File: config.mk
export PLATFORM = sky130hd
export DESIGN_NAME = game_flow_ctrl
export DESIGN_NICKNAME = d
export VERILOG_FILES = /design/src/rtl/game_pkg.sv /design/src/rtl/btn_edge.sv /design/src/rtl/game_flow_ctrl.sv
export SDC_FILE = /design/constraint.sdc
export NUM_CORES = 1
export LEC_CHECK = 0
export BUFFER_PORTS_ARGS = -buffer_cell sky130_fd_sc_hd__buf_2
export CAP_MARGIN = 10
export CORE_MARGIN = 1
export CORE_UTILIZATION = 55
export CTS_CLUSTER_DIAMETER = 120
export CTS_CLUSTER_SIZE = 8
export DETAILED_ROUTE_END_ITERATION = 6
export GPL_TIMING_DRIVEN = 0
export HOLD_SLACK_MARGIN = 0.03
export PLACE_DENSITY = 0.74
export SLEW_MARGIN = 25
export SYNTH_ARGS = -nofsm -noshare
export SYNTH_HDL_FRONTEND = slang
export SYNTH_SLANG_ARGS = --single-unit
File: constraint.sdc
create_clock -name clk_50m -period 2.5 [get_ports clk_50m]
set_input_delay 0.125 -clock clk_50m [delete_from_list [all_inputs] [get_ports clk_50m]]
set_output_delay 0.125 -clock clk_50m [all_outputs]
set_load 0.01 [all_outputs]
File: src/rtl/game_pkg.sv
// game_pkg: shared state codes, music codes and default timing for the game flow controller
package game_pkg;
    typedef enum logic [2:0] {
        IDLE  = 3'd0,
        READY = 3'd1,
        PLAY  = 3'd2,
        PAUSE = 3'd3,
        OVER  = 3'd4
    } state_t;
    localparam logic [1:0] MUS_OFF   = 2'd0;
    localparam logic [1:0] MUS_TITLE = 2'd1;
    localparam logic [1:0] MUS_PLAY  = 2'd2;
    localparam logic [1:0] MUS_OVER  = 2'd3;
    localparam int HOLD_TICKS_DEF  = 16;
    localparam int READY_TICKS_DEF = 8;
    function automatic int cnt_w(input int a, input int b);
        return $clog2((a > b ? a : b) + 1);
    endfunction
    function automatic logic [1:0] music_of(input state_t s);
        return s == IDLE ? MUS_TITLE : s == PLAY ? MUS_PLAY : s == OVER ? MUS_OVER : MUS_OFF;
    endfunction
endpackage

File: src/rtl/btn_edge.sv
// btn_edge: 2-flop synchronizer plus registered rising-edge pulse for an asynchronous button
module btn_edge (
    input  logic clk,
    input  logic rst,
    input  logic btn,
    output logic pulse
);
    logic [2:0] sync;
    logic [2:0] vld;
    // vld masks edges until the whole pipeline holds post-reset samples, so a held button never fires
    always_ff @(posedge clk) begin
        if (rst) begin
            sync  <= '0;
            vld   <= '0;
            pulse <= 1'b0;
        end else begin
            sync  <= {sync[1:0], btn};
            vld   <= {vld[1:0], 1'b1};
            pulse <= sync[1] & ~sync[2] & vld[2];
        end
    end
endmodule

File: src/rtl/game_flow_ctrl.sv
// game_flow_ctrl: title/countdown/play/pause/game-over sequencer with registered outputs
module game_flow_ctrl
    import game_pkg::*;
#(
    parameter int HOLD_TICKS  = HOLD_TICKS_DEF,
    parameter int READY_TICKS = READY_TICKS_DEF
) (
    input  logic       clk_50m,
    input  logic       rst,
    input  logic       start_btn,
    input  logic       pause_btn,
    input  logic       endgame,
    input  logic       tick_8hz,
    input  logic       music_en,
    output logic [2:0] state,
    output logic       run_en,
    output logic       score_clr,
    output logic       game_over,
    output logic [1:0] countdown,
    output logic [1:0] music_sel
);
    localparam int CW = cnt_w(READY_TICKS, HOLD_TICKS);
    localparam logic [CW-1:0] RDY_LAST = CW'(READY_TICKS - 1);
    localparam logic [CW-1:0] HOLD_MAX = CW'(HOLD_TICKS);

    logic start_p, pause_p;
    state_t state_q, state_d;
    logic [CW-1:0] cnt_q, cnt_d, hold_q, hold_d;
    logic [1:0] cd_q, cd_d, mus_d;
    logic clr_d, run_d, over_d;

    btn_edge u_start (.clk(clk_50m), .rst(rst), .btn(start_btn), .pulse(start_p));
    btn_edge u_pause (.clk(clk_50m), .rst(rst), .btn(pause_btn), .pulse(pause_p));

    always_ff @(posedge clk_50m) begin
        if (rst) begin
            state_q <= IDLE;
            cnt_q   <= '0;
            hold_q  <= '0;
            cd_q    <= '0;
        end else begin
            state_q <= state_d;
            cnt_q   <= cnt_d;
            hold_q  <= hold_d;
            cd_q    <= cd_d;
        end
    end

    always_comb begin
        state_d = state_q;
        cnt_d   = cnt_q;
        hold_d  = hold_q;
        cd_d    = cd_q;
        clr_d   = 1'b0;
        unique case (state_q)
            IDLE: if (start_p) begin
                state_d = READY;
                cd_d    = 2'd3;
                cnt_d   = '0;
                clr_d   = 1'b1;
            end
            READY: if (tick_8hz) begin
                cnt_d = cnt_q == RDY_LAST ? '0 : cnt_q + 1'b1;
                cd_d  = cnt_q == RDY_LAST ? cd_q - 1'b1 : cd_q;
                state_d = cnt_q == RDY_LAST && cd_q == 2'd1 ? PLAY : READY;
            end
            PLAY: begin
                state_d = endgame ? OVER : pause_p ? PAUSE : PLAY;
                hold_d  = endgame ? '0 : hold_q;
            end
            PAUSE: state_d = pause_p || start_p ? PLAY : PAUSE;
            OVER: if (start_p && hold_q == HOLD_MAX) begin
                state_d = READY;
                cd_d    = 2'd3;
                cnt_d   = '0;
                clr_d   = 1'b1;
            end else if (tick_8hz && hold_q != HOLD_MAX) begin
                hold_d = hold_q + 1'b1;
            end
            default: begin
                state_d = IDLE;
                cnt_d   = '0;
                hold_d  = '0;
                cd_d    = '0;
            end
        endcase
    end

    always_comb begin
        run_d  = state_d == PLAY;
        over_d = state_d == OVER;
        mus_d  = music_en ? music_of(state_d) : MUS_OFF;
    end

    always_ff @(posedge clk_50m) begin
        if (rst) begin
            run_en    <= 1'b0;
            game_over <= 1'b0;
            music_sel <= MUS_OFF;
            score_clr <= 1'b0;
        end else begin
            run_en    <= run_d;
            game_over <= over_d;
            music_sel <= mus_d;
            score_clr <= clr_d;
        end
    end

    assign state     = state_q;
    assign countdown = cd_q;
endmodule

* After elaboration in Yosys (flattened, before gate mapping)
Cells that the tools add are included.
** Cells by class
- Add/sub/neg operators :: 3
- $lt $le $gt $ge :: 0
- Bitwise gates (word level) :: 9
- Equal/unequal tests :: 17
- Reductions and logical operators :: 13
- Shift-type cells :: 0
- Divide/modulo/power cells :: 0
- Multiply operators :: 0
- Mux-type cells :: 30
** Operators with widths (number)
- 2-to-1 mux 5 bit :: 7
- one-hot mux 5 bit (4 select lines) :: 1
- one-hot mux 3 bit (5 select lines) :: 1
- one-hot mux 5 bit (3 select lines) :: 1
- 2-to-1 mux 2 bit :: 7
- 2-to-1 mux 3 bit :: 4
- inequality test 2 bit (second input constant) :: 6
- adder 5 x 1 -> 5 bit (second input constant) :: 2
- == test 3 x 2 -> 1 bit (second input constant) :: 3
- one-hot mux 2 bit (4 select lines) :: 1
- AND reduction 4 bit :: 2
- 2-to-1 mux 1 bit :: 7
- == test 3 bit (second input constant) :: 2
- zero test 3 bit :: 2
- OR reduction 3 bit :: 2
- == test 5 x 3 -> 1 bit (second input constant) :: 1
- == test 5 bit (second input constant) :: 1
- inequality test 5 bit (second input constant) :: 1
- inverter 1 bit :: 5
- AND reduction 5 bit :: 1
- AND 1 bit :: 4
- OR reduction 2 bit :: 2
- == test 3 x 1 -> 1 bit (second input constant) :: 1
- logical AND 1 bit :: 3
- 5 further kinds :: 5
** Storage, ports and cells
- Bits in registers :: 34
- Latch bits :: 0
- Memory bits (writable) :: 0
- ROM bits :: 0
- Memories kept :: 0
- Output and inout bits :: 10
- Logic and storage cells :: 89
- Input bits :: 7

* Logic depth before layout (Yosys ltp)
Gate-level depths: netlist of run 1.
- Depth after elaboration :: 9
- Mapped depth :: 7
- Mapped depth without buffers :: 7

* Modules after synthesis
From an unflattened synthesis of run 1, not the netlist that was laid out.
** Second synthesis, totals
- Cell total of the unflattened synthesis :: 157
- Area, all modules :: 1562.7 um^2
** By module, submodules not included
- game_flow_ctrl :: cells an instance 129, area an instance 1162.4 um^2, sequential area each 400.4 um^2, instances 1
- btn_edge :: cells an instance 14, area an instance 200.2 um^2, sequential area each 140.1 um^2, instances 2

* Worst setup path after synthesis of run 1
No wires, ideal clock.
- Path type :: reg2reg
- From :: register cnt_q[0]
- To :: register cnt_q[3]
- Arrival time :: 1657 ps
- Data required time :: 2429 ps
- Path slack :: 772 ps
- Cell stages (with the launch flop) :: 6
- Buffers on the path :: 0
- Library setup time :: 71 ps
- Clock period less this slack :: 1728 ps
- Cells stage by stage :: dfxtp_1 > ha_1 > and4bb_4 > or3_4 > or4_1 > a21oi_1
** Between the ends
- Longest elaborated chain between the ends :: 4
- Elaborated cells on any way between the ends :: 5
- Those cells by class :: 1 x add/sub; 1 x eq/ne; 3 x mux
** Ends and longest elaborated chain
- from (decl) :: line game_flow_ctrl.sv:28 : logic [CW-1:0] cnt_q, cnt_d, hold_q, hold_d;
- from (signal assigned) :: line game_flow_ctrl.sv:43 : cnt_q <= cnt_d;
- adder 5 x 1 -> 5 bit or == test 5 x 3 -> 1 bit (tied branches) :: line game_flow_ctrl.sv:63 : cnt_d = cnt_q == RDY_LAST ? '0 : cnt_q + 1'b1;
- 2-to-1 mux 5 bit (*) :: line game_flow_ctrl.sv:63
- 2-to-1 mux 5 bit (*) :: line game_flow_ctrl.sv:62 : READY: if (tick_8hz) begin
- one-hot mux 5 bit (4 select lines) (*) :: line game_flow_ctrl.sv:55 : unique case (state_q)
Mark *: on every way between the ends. The rest lies on a longest branch, timed or not. The select of a mux whose other input is x is not followed.
A chain may end at the register's enable or synchronous reset.

* Final worst setup path of run 1
- From :: register cnt_q[0]
- To :: register music_sel[0]
** Between the ends
- Longest elaborated chain between the ends :: 9
- Elaborated cells on any way between the ends :: 11
- Those cells by class :: 3 x eq/ne; 6 x mux; 2 x reduce/logical
** Ends and longest elaborated chain
- == test 5 x 3 -> 1 bit (*) :: line game_flow_ctrl.sv:65 : state_d = cnt_q == RDY_LAST && cd_q == 2'd1 ? PLAY : READY;
- logical AND 1 bit (*) :: line game_flow_ctrl.sv:65
- 2-to-1 mux 2 bit (*) :: line game_flow_ctrl.sv:65
- 2-to-1 mux 3 bit (*) :: line game_flow_ctrl.sv:62
- one-hot mux 3 bit (5 select lines) (*) :: line game_flow_ctrl.sv:55
- == test 3 bit :: line game_pkg.sv:20 : return s == IDLE ? MUS_TITLE : s == PLAY ? MUS_PLAY : s == OVER ? MUS_OVER : MUS_OFF;
- 2-to-1 mux 2 bit (2 in a row) :: line game_pkg.sv:20
- 2-to-1 mux 1 bit (*) :: line game_pkg.sv:20
- to (signal assigned) :: line game_flow_ctrl.sv:104 : music_sel <= mus_d;
- to (decl) :: line game_flow_ctrl.sv:20 : output logic [1:0] music_sel
Mark *: on every way between the ends. The rest lies on a longest branch, timed or not.

==> flow_summary.toml, run 1 <==
[cts]
cts_hold_buf = 3
cts_setup_buffers = 0
cts_buffers = 5
clk_pin_slew_ns = 0.09
root_buffer = "clkbuf_4"
htree_levels = 2
clock_path_buffers = 2
cts_tree = "yes"
cts_resized = 0
cts.sinks = 31
clk_latency_ns = 0.33

[yosys]
netlist_area_um2 = 1350
ys_async_sr_fraction = 0
synthCells = 146
yosysTopAreaCell = "dfxtp_1"
yosys_register_bits = 31
yosysUniqueCellTypes = 42
syn-num-nets = 157
synth_area_leaders = "dfxtp_1 (46%), a21oi_1 (5.6%), nor2b_1 (4.6%)"
ys_warn_count = 0
synth.avg_cell_area_um2 = 9.22
yosys-top-cells-count = "dfxtp_1 (31), a21oi_1 (15), nor2_1 (13)"
synth_edf_count = 0
synth_top_area_frac = 0.461
yosysMostFrequentCell = "dfxtp_1"
synthFlopType = "dfxtp_1"
seq_area_frac_synth = 0.461

[routing]
num_vias = 1132
drc_errors = 0
wl_per_cell_um = 13.3
drt_iter0_drc = 20
routed_wl_mm = 2.67
vias_per_cell = 5.63
antenna_left = 0
drt_first_pass_iters = 4

[global_route]
antenna_found_initial = 0
grt_max_degree = 11
grt-ovfl-total = 0
grt_pass1_vias = 1090
track_usage = 0.242
grt_pass1_wl_mm = 4.64

[sta]
setup_tns_ns = 0
rsz0062_at_grt = "no"
skew_ns = 0.0113
finalSetupViolCount = 0
hold_violations = 0
max_slew.worst_pin.slew_ns = 0.459
drv_slew = 0
worst_slew_margin_rel = 0.694
timing.final.crit_share = 0.773
period_minus_slack_ns = 1.93
max_freq_mhz = 517

[floorplan]
die_h_um = 51.5
core_area_um2 = 2250
ios = 17
die_w_um = 51.5
num_rows = 17
die-area_um2 = 2650
start_util = 0.597

[pwr]
leakagePower_nw = 0.634
power.density_nw_per_um2 = 555
peakVddDrop_uv = 400

[cells_and_area]
instances_no_fill = 201
final_nets = 183
regArea_um2 = 621
syn_to_final_growth_pct = 15.9
antenna_cells = 0
fillers = 202
multiInputGateArea_um2 = 673
drive_above_1_share = 0.202

[worst_hold_path]
holdCritPathClass = "input port to flip-flop"

[placed_design]
place.detailed.hpwl_mm = 1.95
routabilityCongestion = 0.826
port_buffers = 16
dp_cells = 190

[worst_setup_path]
critical_path.startpoint_type = "flip-flop"
crit_fanout = 6
criticalPathCategory = "flip-flop to flip-flop"
arrival_ns = 2.17
worst_setup_path_end_kind = "flip-flop"
required_ns = 2.74

[job]
cap_violations = 0

[status]
status = "complete, no violations"
[stage by stage]
stage / total power [mW] / setup WS, ns / hold WS (ns) / utilization / instance area [µm²]
floorplan: 0.532 / 0.772 / 0.204 / - / 1350
CTS: 0.872 / 0.571 / 0.0841 / 0.692 / 1560
global route: 0.906 / 0.466 / 0.101 / 0.692 / 1560
global placement: 0.544 / 0.697 / 0.339 / 0.648 / 1460
detailed placement: 0.545 / 0.667 / 0.341 / 0.648 / 1460
finish: 0.866 / 0.567 / 0.0932 / 0.692 / 1560
[final timing paths]
path / cells past startpoint / startpoint / to / slack (ns)
setup / recovery: 5 / cnt_q[0] / music_sel[0] / 0.57
hold / removal: 3 / music_en / music_sel[1] / 0.09
setup reg to reg: 5 / cnt_q[0] / music_sel[0] / 0.57
hold reg to reg: 1 / u_pause.vld[1] / u_pause.vld[2] / 0.44
[cell usage in the layout (no fill, tap or decap), types with 3 or more instances in the layout]
cell,instances
buf_2,18
nor3_1,6
nand2_1,8
a21oi_1,15
dlygate4sd3_1,3
o21ai_0,4
dfxtp_1,31
nand3_1,4
ha_1,4
a211oi_1,3
inv_1,8
nor2b_1,10
nor2_1,13
clkbuf_4,5
clkbuf_1,3
[report_power, final]
part / internal (mW) / switching [mW] / leakage (nW)
logic: 0.0151 / 0.0187 / 0.344
registers: 0.501 / 0.00200 / 0.252
clock network: 0.165 / 0.164 / 0.0386
total: 0.682 / 0.185 / 0.634
[final cells by class]
cell class,instances,share of cell area
inverter,8,0.0192
multi-input combinational,102,0.431
buffer,5,0.0144
sequential,31,0.398
clock buffer,8,0.0441
tap,28,0.0225
timing repair buffer,19,0.0706
[layer usage]
| metal | GRT usage | part of all wire | vias to the layer above |
|---|---|---|---|
| li1 | - | - | 571 |
| met1 | 0.277 | 0.45 | 534 |
| met2 | 0.411 | 0.50 | 21 |
| met3 | 0.0923 | 0.031 | 6 |
| met4 | 0.0766 | 0.013 | 0 |
| met5 | 0 | 0 | - |
[state kept, by name, indices dropped and copies added, names as in the netlist]
name and cells:
cnt_q 5, hold_q 5, state 3, u_pause.sync 3, u_pause.vld 3, u_start.sync 3, countdown 2, music_sel 2
game_over 1, run_en 1, score_clr 1, u_pause.pulse 1, u_start.pulse 1
[cell families (layout without fill, tap and decap cells)]
family / after synthesis / count (layout) / share of synthesized area
XOR/XNOR: 2 / 2 / 0.0130
buffers and inverters: 13 / 40 / 0.0390
flip-flops: 31 / 31 / 0.461
AND/OR/NAND/NOR: 65 / 65 / 0.305
AO/OA/AOI/OAI: 31 / 31 / 0.145
adder cells (fa/ha/maj): 4 / 4 / 0.0372
[critical path, cell delays in order, from the launching register on]
cell and delay (ns):
dfxtp_1 0.40, ha_1 0.25, and4bb_4 0.29, a21oi_1 0.09
or4_1 0.57, nor3_1 0.23
Note: power is estimated with default switching activity, not from simulation.
==> inputs of run 2 (changes only) <==
- ABC_AREA: not set -> 1
- CORE_UTILIZATION: 55 -> 56
- PLACE_DENSITY: 0.74 -> 0.75
- clock period: 2.5 -> 1.8 ns (I/O delays scaled with it)
==> run 2 against run 1 <==
Compared with the run above: clock skew decreased by 0.0028 ns; area after synthesis increased by 8.1%; critical endpoint is now hold_q[3]; die area increased by 5.9%; cell area increased by 8.9%; highest routed layer unchanged; global-route usage decreased by 1.4 points; wire length increased by 4.0%; register-to-register slack got worse by 0.24 ns.
==> flow_summary.toml, run 2 <==
[cts]
cts.sinks = 31
htree_levels = 2
cts_tree = "yes"
cts_buffers = 5
clock_path_buffers = 2
clk_latency_ns = 0.33
root_buffer = "clkbuf_4"
clk_pin_slew_ns = 0.10

[worst_hold_path]
holdCritPathClass = "input port to flip-flop"

[worst_setup_path]
ff2ff_path_depth = 13
worst_setup_path_end_kind = "flip-flop"
crit_fanout = 6
criticalPathCategory = "flip-flop to flip-flop"
startpoint = "hold_q[1]"
critical_path.startpoint_type = "flip-flop"
r2r-start = "hold_q[1]"
regToRegSetupSlack_ns = 0.32
arrival_ns = 1.75
crit_path_end = "hold_q[3]"
timing.rr.end = "hold_q[3]"
required_ns = 2.07

[routing]
vias_per_cell = 4.92
drc_errors = 0
drt_iter0_drc = 21
drt_first_pass_iters = 4
wl_per_cell_um = 10.9
antenna_left = 0
num_vias = 1250
routed_wl_mm = 2.78

[yosys]
synthCells = 196
synthFlopType = "dfxtp_1"
syn-num-nets = 207
netlist_area_um2 = 1460
ys_warn_count = 0
synth_edf_count = 0
yosysMostFrequentCell = "nand2_1"
yosys-top-cells-count = "nand2_1 (44), nor2_1 (36), dfxtp_1 (31)"
yosysTopAreaCell = "dfxtp_1"
synth_area_leaders = "dfxtp_1 (43%), nand2_1 (11%), nor2_1 (9.3%)"
synth.avg_cell_area_um2 = 7.42
seq_area_frac_synth = 0.426
yosys_register_bits = 31
synth_top_area_frac = 0.426
yosysUniqueCellTypes = 27
ys_async_sr_fraction = 0

[placed_design]
place_area_um2 = 1570
port_buffers = 16
place.detailed.hpwl_mm = 2.05
dp_cells = 242
routabilityCongestion = 0.916

[cells_and_area]
final_common_cell = "nand2_1"
fin_util = 0.692
drive_above_1_share = 0.192
antenna_cells = 0
reg_top3 = "cnt_q x5, hold_q x5"
final_cell_mix = "nand2_1 (44), nor2_1 (36), dfxtp_1 (31)"
final_nets = 234
syn_to_final_growth_pct = 16.8
instances_no_fill = 254
design_area_um2 = 1700

[pwr]
seq_power_share = 0.530
p_sw_frac = 0.208
power.density_nw_per_um2 = 779
peakVddDrop_uv = 697
p_sw_mw = 0.275
pwr-share-clk = 0.427
intPower_mw = 1.05
leakagePower_nw = 0.773
p_comb_frac = 0.043

[global_route]
grt_max_degree = 11
grt_pass1_vias = 1126
grt-ovfl-total = 0
track_usage = 0.228
grt_pass1_wl_mm = 4.49
antenna_found_initial = 0

[floorplan]
die-area_um2 = 2810
die_w_um = 53.0
core_area_um2 = 2450
start_util = 0.593
ios = 17
die_h_um = 53.0
num_rows = 18

[sta]
skew_ns = 0.00859
finalSetupViolCount = 0
worst_slew_margin_rel = 0.718
timing.final.crit_share = 0.820
period_minus_slack_ns = 1.48
rsz0062_at_grt = "no"
max_slew.worst_pin.slew_ns = 0.423
holdWs_ns = 0.222
hold_violations = 0
drv_slew = 0
max_freq_mhz = 677
setup_tns_ns = 0

[job]
cap_violations = 0

[status]
status = "complete, no violations"
run 2: logic make-up (layout without fill, tap and decap cells):
kind of cell	count (synthesis)	after routing	synth area share
simple gates	105	105	0.341
buf+inv	34	62	0.0929
flops	31	31	0.426
compound gates	18	18	0.0808
fa+ha+maj	4	4	0.0344
xor+xnor	4	4	0.0241
run 2: layout make-up:
| type | instances | area (µm²) |
|---|---|---|
| timing repair buffer | 20 | 120 |
| fill | 204 | 756 |
| tap | 30 | 37.5 |
| inverter | 32 | 120 |
| clock buffer | 6 | 51.3 |
| clock inverter | 2 | 35.0 |
| sequential | 31 | 621 |
| buffer | 2 | 15.0 |
| multi-input combinational | 131 | 699 |
run 2: worst max-delay path, cell delays in order, from the launching register on:
cell and delay, ns:
dfxtp_1 0.39, inv_1 0.06, ha_1 0.17, nand2_1 0.07, inv_1 0.04, nand2_1 0.13, nand2_1 0.07, nand2_1 0.07
nand2_2 0.08, inv_2 0.11, nand2_1 0.06, nand2_1 0.05, nand2_1 0.04, nor2_1 0.08
run 2: what timing repair did:
item	in CTS	in global routing
hold endpoints to repair	6	0
hold buffers	4	0
buffers inserted	0	0
gates resized for setup	0	0
run 2: worst min path at each step:
stage	startpoint	end	slack, ns	depth (start not counted)
6_report	endgame	state[2]	0.22	4
5_1_grt	endgame	state[2]	0.26	4
4_1_cts	endgame	state[2]	0.21	4
3_5_place_dp	start_btn	u_start.sync[0]	0.31	3
3_3_place_gp	start_btn	u_start.sync[0]	0.29	3
2_1_floorplan	rst	u_start.pulse	0.17	1
run 2: metrics by stage:
step,total power [mW],worst slack (ns)
after floorplan,0.747,0.485
after global placement,0.765,0.373
after detailed placement,0.768,0.337
after CTS,1.35,0.318
after global routing,1.38,0.152
final,1.32,0.323
run 2: per-layer routing:
metal  track usage  up-vias  part of all wire
met3        0.0776        4             0.043
met2         0.405       23              0.51
met5             0        -                 0
met1         0.241      567              0.44
met4         0.101        0             0.010
li1              -      656                 -
run 2: power by group through the flow:
stage          clock (mW)  combinational (mW)  sequential [mW]
2_1_floorplan           0              0.0297            0.718
3_3_place_gp            0              0.0482            0.717
3_5_place_dp            0              0.0503            0.717
4_1_cts             0.588              0.0570            0.702
5_1_grt             0.616              0.0637            0.703
6_report            0.565              0.0572            0.701
